`config.mk`:
```
export PLATFORM = sky130hd
export DESIGN_NAME = hamming_secded_stream_rx
export DESIGN_NICKNAME = d
export VERILOG_FILES = /design/src/rtl/hamming_secded_pkg.sv /design/src/rtl/hamming_secded_dec8.sv /design/src/rtl/hamming_secded_stream_rx.sv
export SDC_FILE = /design/constraint.sdc
export NUM_CORES = 1
export LEC_CHECK = 0
export CORE_ASPECT_RATIO = 0.75
export CORE_MARGIN = 3
export CORE_UTILIZATION = 58
export DETAILED_ROUTE_END_ITERATION = 10
export MAX_ROUTING_LAYER = met4
export PLACE_DENSITY = 0.85
export SYNTH_ARGS = -nofsm -noshare
export SYNTH_HDL_FRONTEND = slang
export SYNTH_SLANG_ARGS = --single-unit
```
`constraint.sdc`:
```
create_clock -name i_clk -period 4.77 [get_ports i_clk]
set_input_delay 0.477 -clock i_clk [delete_from_list [all_inputs] [get_ports i_clk]]
set_output_delay 0.477 -clock i_clk [all_outputs]
set_load 0.01 [all_outputs]
```
`src/rtl/hamming_secded_pkg.sv`:
```
// Shared definitions for the SECDED(8,4) code used by the hamming_secded
// datapath (encoder and decoder sides).
//   - Codeword bit positions (cw[7] is the overall parity bit p0).
//   - Error classification enum reported by the decoder.
//   - Syndrome, data extraction and encode helpers.
package hamming_secded_pkg;

  localparam int P1_IDX = 0;
  localparam int P2_IDX = 1;
  localparam int D0_IDX = 2;
  localparam int P4_IDX = 3;
  localparam int D1_IDX = 4;
  localparam int D2_IDX = 5;
  localparam int D3_IDX = 6;
  localparam int P0_IDX = 7;

  typedef enum logic [1:0] {
    CLEAN  = 2'd0,
    SINGLE = 2'd1,
    PARITY = 2'd2,
    DOUBLE = 2'd3
  } err_class_e;

  // Syndrome {s4,s2,s1}: each bit checks the Hamming positions (index+1)
  // that have that weight bit set, so a non-zero value names the bad bit.
  function automatic logic [2:0] calc_syndrome(input logic [7:0] cw);
    logic s1, s2, s4;
    s1 = cw[P1_IDX] ^ cw[D0_IDX] ^ cw[D1_IDX] ^ cw[D3_IDX];
    s2 = cw[P2_IDX] ^ cw[D0_IDX] ^ cw[D2_IDX] ^ cw[D3_IDX];
    s4 = cw[P4_IDX] ^ cw[D1_IDX] ^ cw[D2_IDX] ^ cw[D3_IDX];
    return {s4, s2, s1};
  endfunction

  function automatic logic [3:0] extract_data(input logic [7:0] cw);
    return {cw[D3_IDX], cw[D2_IDX], cw[D1_IDX], cw[D0_IDX]};
  endfunction

  function automatic logic [7:0] encode_nibble(input logic [3:0] d);
    logic [7:0] cw;
    cw         = '0;
    cw[D0_IDX] = d[0];
    cw[D1_IDX] = d[1];
    cw[D2_IDX] = d[2];
    cw[D3_IDX] = d[3];
    cw[P1_IDX] = d[0] ^ d[1] ^ d[3];
    cw[P2_IDX] = d[0] ^ d[2] ^ d[3];
    cw[P4_IDX] = d[1] ^ d[2] ^ d[3];
    cw[P0_IDX] = ^cw[6:0];
    return cw;
  endfunction

endpackage

```
`src/rtl/hamming_secded_dec8.sv`:
```
// Combinational SECDED(8,4) decoder.
// Ports:
//   i_cw    : 8-bit received codeword (cw[7] = overall parity).
//   o_data  : decoded nibble (corrected for single errors, raw for doubles).
//   o_class : CLEAN / SINGLE / PARITY / DOUBLE.
module hamming_secded_dec8
  import hamming_secded_pkg::*;
(
  input  logic [7:0] i_cw,
  output logic [3:0] o_data,
  output err_class_e o_class
);

  logic [2:0] w_syn;
  logic       w_q;
  logic [7:0] w_fixed;

  assign w_syn = calc_syndrome(i_cw);
  assign w_q   = ^i_cw;

  always_comb begin
    w_fixed = i_cw;
    o_class = CLEAN;
    if (w_syn != 3'd0 && w_q) begin
      // Odd overall parity with a syndrome: single error at position s.
      w_fixed[w_syn - 3'd1] = ~i_cw[w_syn - 3'd1];
      o_class               = SINGLE;
    end else if (w_syn == 3'd0 && w_q) begin
      o_class = PARITY;
    end else if (w_syn != 3'd0) begin
      o_class = DOUBLE;
    end
    o_data = extract_data(w_fixed);
  end

endmodule

```
`src/rtl/hamming_secded_stream_rx.sv`:
```
// Serial SECDED(8,4) link receiver: deserializes an LSB-first codeword
// stream, decodes it into a one-entry output buffer and keeps saturating
// error statistics plus sticky fault flags.
// Ports:
//   i_clk, i_rst                   : clock, synchronous active-high reset.
//   i_bit, i_bit_valid, i_sof      : serial input; i_sof marks cw[0].
//   o_data, o_valid, i_ready       : decoded nibble output buffer.
//   o_1bit/2bit/parity_error       : error class of the buffered word.
//   o_overflow, o_frame_abort      : sticky fault flags.
//   i_clr                          : clears counters and sticky flags.
//   o_cnt_1bit/2bit/parity         : saturating per-class counters.
//
// Output handshake: a word is transferred on every cycle where
// o_valid && i_ready; o_valid/o_data/flags hold steady until then. A word
// completing while o_valid && !i_ready is dropped (o_overflow); one
// completing during a transfer cycle replaces the departing word.
module hamming_secded_stream_rx
  import hamming_secded_pkg::*;
#(
  parameter int COUNT_W = 8
) (
  input  logic               i_clk,
  input  logic               i_rst,
  input  logic               i_bit,
  input  logic               i_bit_valid,
  input  logic               i_sof,
  output logic [3:0]         o_data,
  output logic               o_valid,
  input  logic               i_ready,
  output logic               o_1bit_error,
  output logic               o_2bit_error,
  output logic               o_parity_error,
  output logic               o_overflow,
  output logic               o_frame_abort,
  input  logic               i_clr,
  output logic [COUNT_W-1:0] o_cnt_1bit,
  output logic [COUNT_W-1:0] o_cnt_2bit,
  output logic [COUNT_W-1:0] o_cnt_parity
);

  typedef enum logic {S_IDLE, S_SHIFT} state_e;

  state_e       r_state, w_state_nxt;
  logic [2:0]   r_bit_cnt, w_bit_cnt_nxt;
  logic [6:0]   r_shift, w_shift_nxt;
  logic         w_complete, w_abort;
  logic         w_stall, w_load, w_drop;
  logic [7:0]   w_cw;
  logic [3:0]   w_dec_data;
  err_class_e   w_dec_class;

  logic         r_valid;
  logic [3:0]   r_data;
  err_class_e   r_class;
  logic         r_overflow, r_frame_abort;
  logic [COUNT_W-1:0] r_cnt_1bit, r_cnt_2bit, r_cnt_parity;

  function automatic logic [COUNT_W-1:0] sat_inc(input logic [COUNT_W-1:0] v);
    return (&v) ? v : v + COUNT_W'(1);
  endfunction

  // The 8th bit is decoded straight off the wire so the word lands in the
  // output register on the same edge that accepts it.
  assign w_cw = {i_bit, r_shift};

  hamming_secded_dec8 u_dec (
    .i_cw    (w_cw),
    .o_data  (w_dec_data),
    .o_class (w_dec_class)
  );

  always_ff @(posedge i_clk) begin
    if (i_rst) r_state <= S_IDLE;
    else       r_state <= w_state_nxt;
  end

  always_comb begin
    w_state_nxt   = r_state;
    w_bit_cnt_nxt = r_bit_cnt;
    w_shift_nxt   = r_shift;
    w_complete    = 1'b0;
    w_abort       = 1'b0;
    case (r_state)
      S_IDLE: begin
        if (i_bit_valid && i_sof) begin
          w_shift_nxt   = {6'd0, i_bit};
          w_bit_cnt_nxt = 3'd1;
          w_state_nxt   = S_SHIFT;
        end
      end
      S_SHIFT: begin
        if (i_bit_valid) begin
          if (i_sof) begin
            // Mid-frame start: drop the partial word and restart.
            w_abort       = 1'b1;
            w_shift_nxt   = {6'd0, i_bit};
            w_bit_cnt_nxt = 3'd1;
          end else if (r_bit_cnt == 3'd7) begin
            w_complete    = 1'b1;
            w_bit_cnt_nxt = 3'd0;
            w_state_nxt   = S_IDLE;
          end else begin
            w_shift_nxt[r_bit_cnt] = i_bit;
            w_bit_cnt_nxt          = r_bit_cnt + 3'd1;
          end
        end
      end
      default: w_state_nxt = S_IDLE;
    endcase
  end

  always_ff @(posedge i_clk) begin
    if (i_rst) begin
      r_bit_cnt <= 3'd0;
      r_shift   <= 7'd0;
    end else begin
      r_bit_cnt <= w_bit_cnt_nxt;
      r_shift   <= w_shift_nxt;
    end
  end

  assign w_stall = r_valid && !i_ready;
  assign w_load  = w_complete && !w_stall;
  assign w_drop  = w_complete && w_stall;

  always_ff @(posedge i_clk) begin
    if (i_rst) begin
      r_valid <= 1'b0;
      r_data  <= 4'd0;
      r_class <= CLEAN;
    end else if (w_load) begin
      r_valid <= 1'b1;
      r_data  <= w_dec_data;
      r_class <= w_dec_class;
    end else if (r_valid && i_ready) begin
      r_valid <= 1'b0;
    end
  end

  // Clear takes priority over any same-cycle event.
  always_ff @(posedge i_clk) begin
    if (i_rst || i_clr) begin
      r_overflow    <= 1'b0;
      r_frame_abort <= 1'b0;
      r_cnt_1bit    <= '0;
      r_cnt_2bit    <= '0;
      r_cnt_parity  <= '0;
    end else begin
      if (w_drop)  r_overflow    <= 1'b1;
      if (w_abort) r_frame_abort <= 1'b1;
      if (w_load) begin
        case (w_dec_class)
          SINGLE:  r_cnt_1bit   <= sat_inc(r_cnt_1bit);
          DOUBLE:  r_cnt_2bit   <= sat_inc(r_cnt_2bit);
          PARITY:  r_cnt_parity <= sat_inc(r_cnt_parity);
          default: ;
        endcase
      end
    end
  end

  assign o_valid        = r_valid;
  assign o_data         = r_data;
  assign o_1bit_error   = (r_class == SINGLE);
  assign o_2bit_error   = (r_class == DOUBLE);
  assign o_parity_error = (r_class == PARITY);
  assign o_overflow     = r_overflow;
  assign o_frame_abort  = r_frame_abort;
  assign o_cnt_1bit     = r_cnt_1bit;
  assign o_cnt_2bit     = r_cnt_2bit;
  assign o_cnt_parity   = r_cnt_parity;

endmodule
```
==> reports/metrics.cfg, run 1 <==
[outcome]
status=complete, no violations

[placed_design]
placedCellCount=379
portBuffers=40
place_congestion=0.952
hpwlAfterDp_mm=3.97

[worst_hold_path]
hp-start=o_frame_abort
hold_class=reg2reg

[worst_setup_path]
slowest_stage=dfxtp_1
worstPathCellList=xor2_4 > xor2_2 > xnor2_1 > ha_1 > nand3_1 > nor4_1 > xnor2_1 > nor2_1
path_common_cell=xnor2_1
cp-start-kind=register
path_max_fanout=11
cpPeakStageDelay_ns=0.79
path_class=reg2reg
cpLargestDelayFamily=XOR/XNOR gates
crit_arrival_ns=3.09
endpoint_kind=register
worst_ep_required_time_ns=4.95
r2r-start=r_shift[5]
critPathBufInv=0
critPathLaunch=r_shift[5]

[pwr]
p_leak_nw=1.01
swShare=0.242
p_int_mw=0.502
irDropWorstVdd_mv=0.184
p_clk_frac=0.373
switchingPower_mw=0.160
p_comb_frac=0.062
pwr-share-seq=0.564
p_per_area_nw_per_um2=221

[global_route]
antenna_found_initial=0
grtUsageTotal=0.229
grt_first_pass_wirelength_mm=9.14
overflow=0
grt_max_degree=27
first_global_vias=1968

[layout]
finalNonFillerCells=387
nets=346
utilization=0.723
layout-drive-gt1-share=0.0572
area_delta_synth_final_pct=17.4
antenna_cells=0
fillers=332

[timing]
holdWs_ns=0.493
max_slew_margin=0.441
fin_skew_ns=0.0106
layout_min_cycle_time_ns=2.92
rsz0062_at_grt=no
setup_violations=0
tns_ns=0
fin_crit_sh=0.612
hold_violations=0
fmax_ghz=0.343
worst_pin_slew_ns=0.836
slew_viol_final=0

[synthesis]
async_reset_ff_frac=0
yosys_most_used_dff=dfxtp_1
synth_cell_types=45
syn_nets=316
synthCells=301
ys_seq_area_frac=0.344
synth_area_um2=2560
ys_ff_latch=44
synth.avg_cell_area_um2=8.50
synth_edf_count=0
ys_warn_count=0

[cts]
clkSlewWorstSetupHoldPaths_ns=0.09
cts_tree=built
cts_hold_buf=0
clkSinkCount=44
numCtsBuffers=5
clk_latency_ns=0.31
cts_max_path_buffers=2
htreeDepth=2
post_cts_resized=0
postCtsSetupRepairBufs=0
root_buffer=clkbuf_8

[floorplanning]
die_x_um=82.7
die_h_um=63.5
rows=20
fp.dieArea_um2=5250
initial_core_util=0.616
ios=41
core_area_um2=4150

[routing]
totalWireLength_mm=5.48
drt_first_pass_iters=4
drc=0
wire_per_inst_um=14.2
vias=2242
drt-initial-drc-count=153
vias_per_cell=5.79
ant_nets=0

[run]
drv_cap=0

## path summary, 6_finish.rpt
kind / end / slack (ns) / cells after the start
setup / recovery: o_cnt_1bit[5] / 1.85 / 8
hold / removal: o_frame_abort / 0.49 / 2
setup reg to reg: o_cnt_1bit[5] / 1.85 / 8
hold reg to reg: o_frame_abort / 0.49 / 2
## cells by family after synthesis
group                    share of synthesized area
AND/OR/NAND/NOR                              0.249
AO/OA/AOI/OAI                                0.139
flip-flops                                   0.344
XOR/XNOR                                     0.155
buffers and inverters                       0.0577
adder cells (fa/ha/maj)                     0.0391
multiplexers                                0.0156
## power by group through the flow
| stage | clock [mW] | sequential, mW | combinational (mW) |
|---|---|---|---|
| after floorplan | 0 | 0.379 | 0.0323 |
| after global placement | 0 | 0.382 | 0.0396 |
| after detailed placement | 0 | 0.382 | 0.0410 |
| after CTS | 0.248 | 0.374 | 0.0416 |
| after global routing | 0.268 | 0.374 | 0.0460 |
| final | 0.247 | 0.374 | 0.0413 |
## sequential cells by signal, summed over array words and instances (netlist names), 2 cells and up
name          flops
r_bit_cnt         3
o_cnt_1bit        8
o_cnt_parity      8
o_data            4
r_class           2
r_shift           7
o_cnt_2bit        8
## worst reg2reg max path, cell delays in order (launching register included)
cell and delay, ns:
dfxtp_1 0.79, xor2_4 0.22, xor2_2 0.25, xnor2_1 0.32, ha_1 0.30, nand3_1 0.28, nor4_1 0.41, xnor2_1 0.18
nor2_1 0.05
## layout by cell type (no fill, tap or decap), types with 3 or more instances in the layout
| master | n |
|---|---|
| nand2_1 | 17 |
| a21oi_1 | 14 |
| dfxtp_1 | 44 |
| and3_1 | 4 |
| nand4_1 | 4 |
| and2_1 | 3 |
| mux2i_1 | 4 |
| nand3_1 | 16 |
| o21ai_1 | 3 |
| clkdlybuf4s50_1 | 40 |
| nor3_1 | 14 |
| nor2_1 | 41 |
| nor4_1 | 6 |
| or3_1 | 4 |
| nor2b_1 | 9 |
| ha_1 | 8 |
| inv_1 | 8 |
| clkbuf_8 | 6 |
| o21ai_0 | 13 |
| xor2_1 | 6 |
| a32oi_1 | 4 |
| xnor2_1 | 31 |
| a22oi_1 | 4 |
## cell usage after synthesis (2+ instances only)
library cell,instances,area share
o41ai_2,2,0.013
or3_1,4,0.0098
xor2_4,2,0.022
xor2_1,6,0.021
and3_1,4,0.0098
nand4_1,4,0.0098
nand2_1,17,0.025
nor2_1,41,0.060
nor2b_1,9,0.022
buf_2,3,0.0059
mux2i_1,4,0.016
buf_4,3,0.0088
nand3_1,16,0.031
a32oi_1,4,0.014
dfxtp_1,44,0.34
nor3b_1,2,0.0059
nand2b_1,2,0.0049
o21ai_1,3,0.0059
o22ai_1,2,0.0049
and2_1,3,0.0073
a21oi_1,14,0.027
a31oi_1,2,0.0049
nor3_1,14,0.027
xnor2_1,31,0.11
o21ai_0,13,0.025
a211oi_1,2,0.0059
ha_1,8,0.039
inv_1,8,0.012
nor4_1,6,0.015
a22oi_1,4,0.012
clkbuf_1,7,0.010
nor3_2,2,0.0078
buf_6,3,0.013
## per-stage QoR
stage          instance area, um2  power [mW]  setup slack (ns)
6_report                     3000       0.662              1.85
5_1_grt                      3000       0.688              1.73
4_1_cts                      3000       0.663              1.92
3_5_place_dp                 2910       0.423              1.87
3_3_place_gp                 2910       0.422              2.04
2_1_floorplan                2560       0.411              2.60
## routing by layer
metal	routed length, um	global-route usage	vias up
met5	0	-	-
met4	81	0.0735	0
met3	252	0.0429	10
met2	2450	0.324	68
met1	2700	0.326	1057
li1	-	-	1107
## layout make-up
class,count,area (um2),share of cell area
timing repair buffer,40,400,0.133
multi-input combinational,232,1530,0.510
sequential,44,881,0.293
clock buffer,6,82.6,0.0275
clock inverter,2,10.0,0.00333
inverter,8,30.0,0.0100
tap,55,68.8,0.0229
Power figures use the tool's default switching activity.
==> inputs of run 2 (changes only) <==
- CORE_UTILIZATION: 58 -> 54
- PLACE_DENSITY: 0.85 -> 0.8
- clock period: 4.77 -> 3 ns (I/O delays scaled with it)
==> run 2 against run 1 <==
  * Combinational power rose by 72%
  * Wire length grew 3.2%
  * Clock skew down 0.0065 ns
  * Critical path depth increased by 1
  * Sequential share of layout area fell by 0.27 points
  * Cell area rose by 0.92%
  * Cell count up 1.6%
  * Hold slack lost 0.0070 ns
  * Via count is 0.71% lower
  * Sequential power up 58%
  * Core utilization down 5.2 points
  * Global-route usage shrank 1.4 points
  * Critical path type unchanged
  * Largest cell class unchanged
  * Largest power group unchanged
==> reports/metrics.cfg, run 2 (same netlist as run 1, synthesis figures left out) <==
[outcome]
status=complete, no violations

[worst_hold_path]
hold_class=reg2reg
hp-start=o_frame_abort
hold_path_depth=2

[timing]
hold_violations=0
fmax_ghz=0.363
max_slew_margin=0.626
layout_min_cycle_time_ns=2.76
fin_crit_sh=0.918
rsz0062_at_grt=no
worst_pin_slew_ns=0.560
tns_ns=0
slew_viol_final=0
setup_violations=0
fin_skew_ns=0.00413
setup_slack_ns=0.245

[layout]
final_area_um2=3030
nets=350
area_delta_synth_final_pct=18.4
layout-drive-gt1-share=0.0685
layout_commonest_cell=dfxtp_1
mostFrequentLayoutCells=dfxtp_1, nor2_1, clkdlybuf4s50_1, xnor2_1, nand2_1
utilization=0.671
antenna_cells=0

[worst_setup_path]
worstReg2RegEnd=o_cnt_1bit[5]
worst_ep_required_time_ns=3.18
crit_arrival_ns=2.93
crit_end=o_cnt_1bit[5]
worstPathCellList=xor2_4 > xnor2_1 > nor2_1 > inv_1 > ha_1 > nand3_1 > nor4_1 > xnor2_1 > nor2_1
cp-start-kind=register
cpPeakStageDelay_ns=0.68
path_max_fanout=10
r2r_slack_ns=0.24
slowest_stage=dfxtp_1
r2r-start=r_shift[6]
critPathLaunch=r_shift[6]
worst-r2r-cell-count=9
path_class=reg2reg
endpoint_kind=register

[cts]
postCtsSetupRepairBufs=0
post_cts_resized=0
htreeDepth=2
cts_max_path_buffers=2
clk_latency_ns=0.30
cts_hold_buf=0
cts_tree=built
numCtsBuffers=5
clkSinkCount=44
clkSlewWorstSetupHoldPaths_ns=0.09
root_buffer=clkbuf_8

[pwr]
irDropWorstVdd_mv=0.233
p_leak_nw=1.02
p_per_area_nw_per_um2=344

[routing]
totalWireLength_mm=5.66
drt_first_pass_iters=4
vias_per_cell=5.66
wire_per_inst_um=14.4
drt-initial-drc-count=139
drc=0
ant_nets=0
vias=2226

[floorplanning]
core_area_um2=4520
rows=21
initial_core_util=0.566
die_x_um=85.5
die_h_um=65.6
ios=41
fp.dieArea_um2=5610

[global_route]
antenna_found_initial=0
first_global_vias=1995
overflow=0
grtUsageTotal=0.215
grt_first_pass_wirelength_mm=9.44
grt_max_degree=27

[placed_design]
place_congestion=0.882
postPlaceCellArea_um2=2940
hpwlAfterDp_mm=4.13
dp_slack_ns=0.256
portBuffers=40

[run]
drv_cap=0

run 2: changes by cell type in the layout (fill, tap and decap cells not counted), sizes merged:
| cell | change |
|---|---|
| buf | +4 |
| clkbuf | -1 |
| clkinv | +1 |
run 2: layout make-up:
| type | instances | area [um2] |
|---|---|---|
| clock buffers | 5 | 68.8 |
| clock inverters | 3 | 18.8 |
| fillers | 383 | 1490 |
| inverters | 8 | 30.0 |
| multi-input cells | 232 | 1530 |
| flip-flops and latches | 44 | 881 |
| well taps | 57 | 71.3 |
| repair buffers | 44 | 430 |
run 2: per-stage QoR:
step	hold slack, ns	power (mW)	instances
2_1_floorplan	0.444	0.654	301
3_3_place_gp	0.457	0.674	385
3_5_place_dp	0.473	0.675	385
4_1_cts	0.493	1.05	393
5_1_grt	0.506	1.08	393
6_report	0.486	1.04	393
run 2: layer usage:
metal / GRT usage / wire, um / up-vias
met1: 0.287 / 2840 / 1036
met5: - / 0 / -
met4: 0.0652 / 80 / 0
li1: - / - / 1125
met3: 0.0439 / 243 / 9
met2: 0.330 / 2500 / 56
run 2: worst min path at each step:
stage	to
after detailed placement	o_frame_abort
after floorplan	r_shift[0]
after CTS	o_frame_abort
final	o_frame_abort
after global routing	o_frame_abort
after global placement	o_overflow
run 2: critical path, delay by kind of cell (launching register included):
family	cells	cell delay (ns)
fa+ha+maj	1	0.26
simple gates	4	0.85
buf+inv	1	0.11
flops	1	0.68
xor+xnor	3	0.72
run 2: power by group:
part / internal (mW) / leakage (nW) / total [mW] / switching (mW)
Combinational: 0.0296 / 0.620 / 0.0711 / 0.0416
Sequential: 0.586 / 0.355 / 0.591 / 0.00451
Clock: 0.163 / 0.0479 / 0.381 / 0.218
Total: 0.779 / 1.02 / 1.04 / 0.264
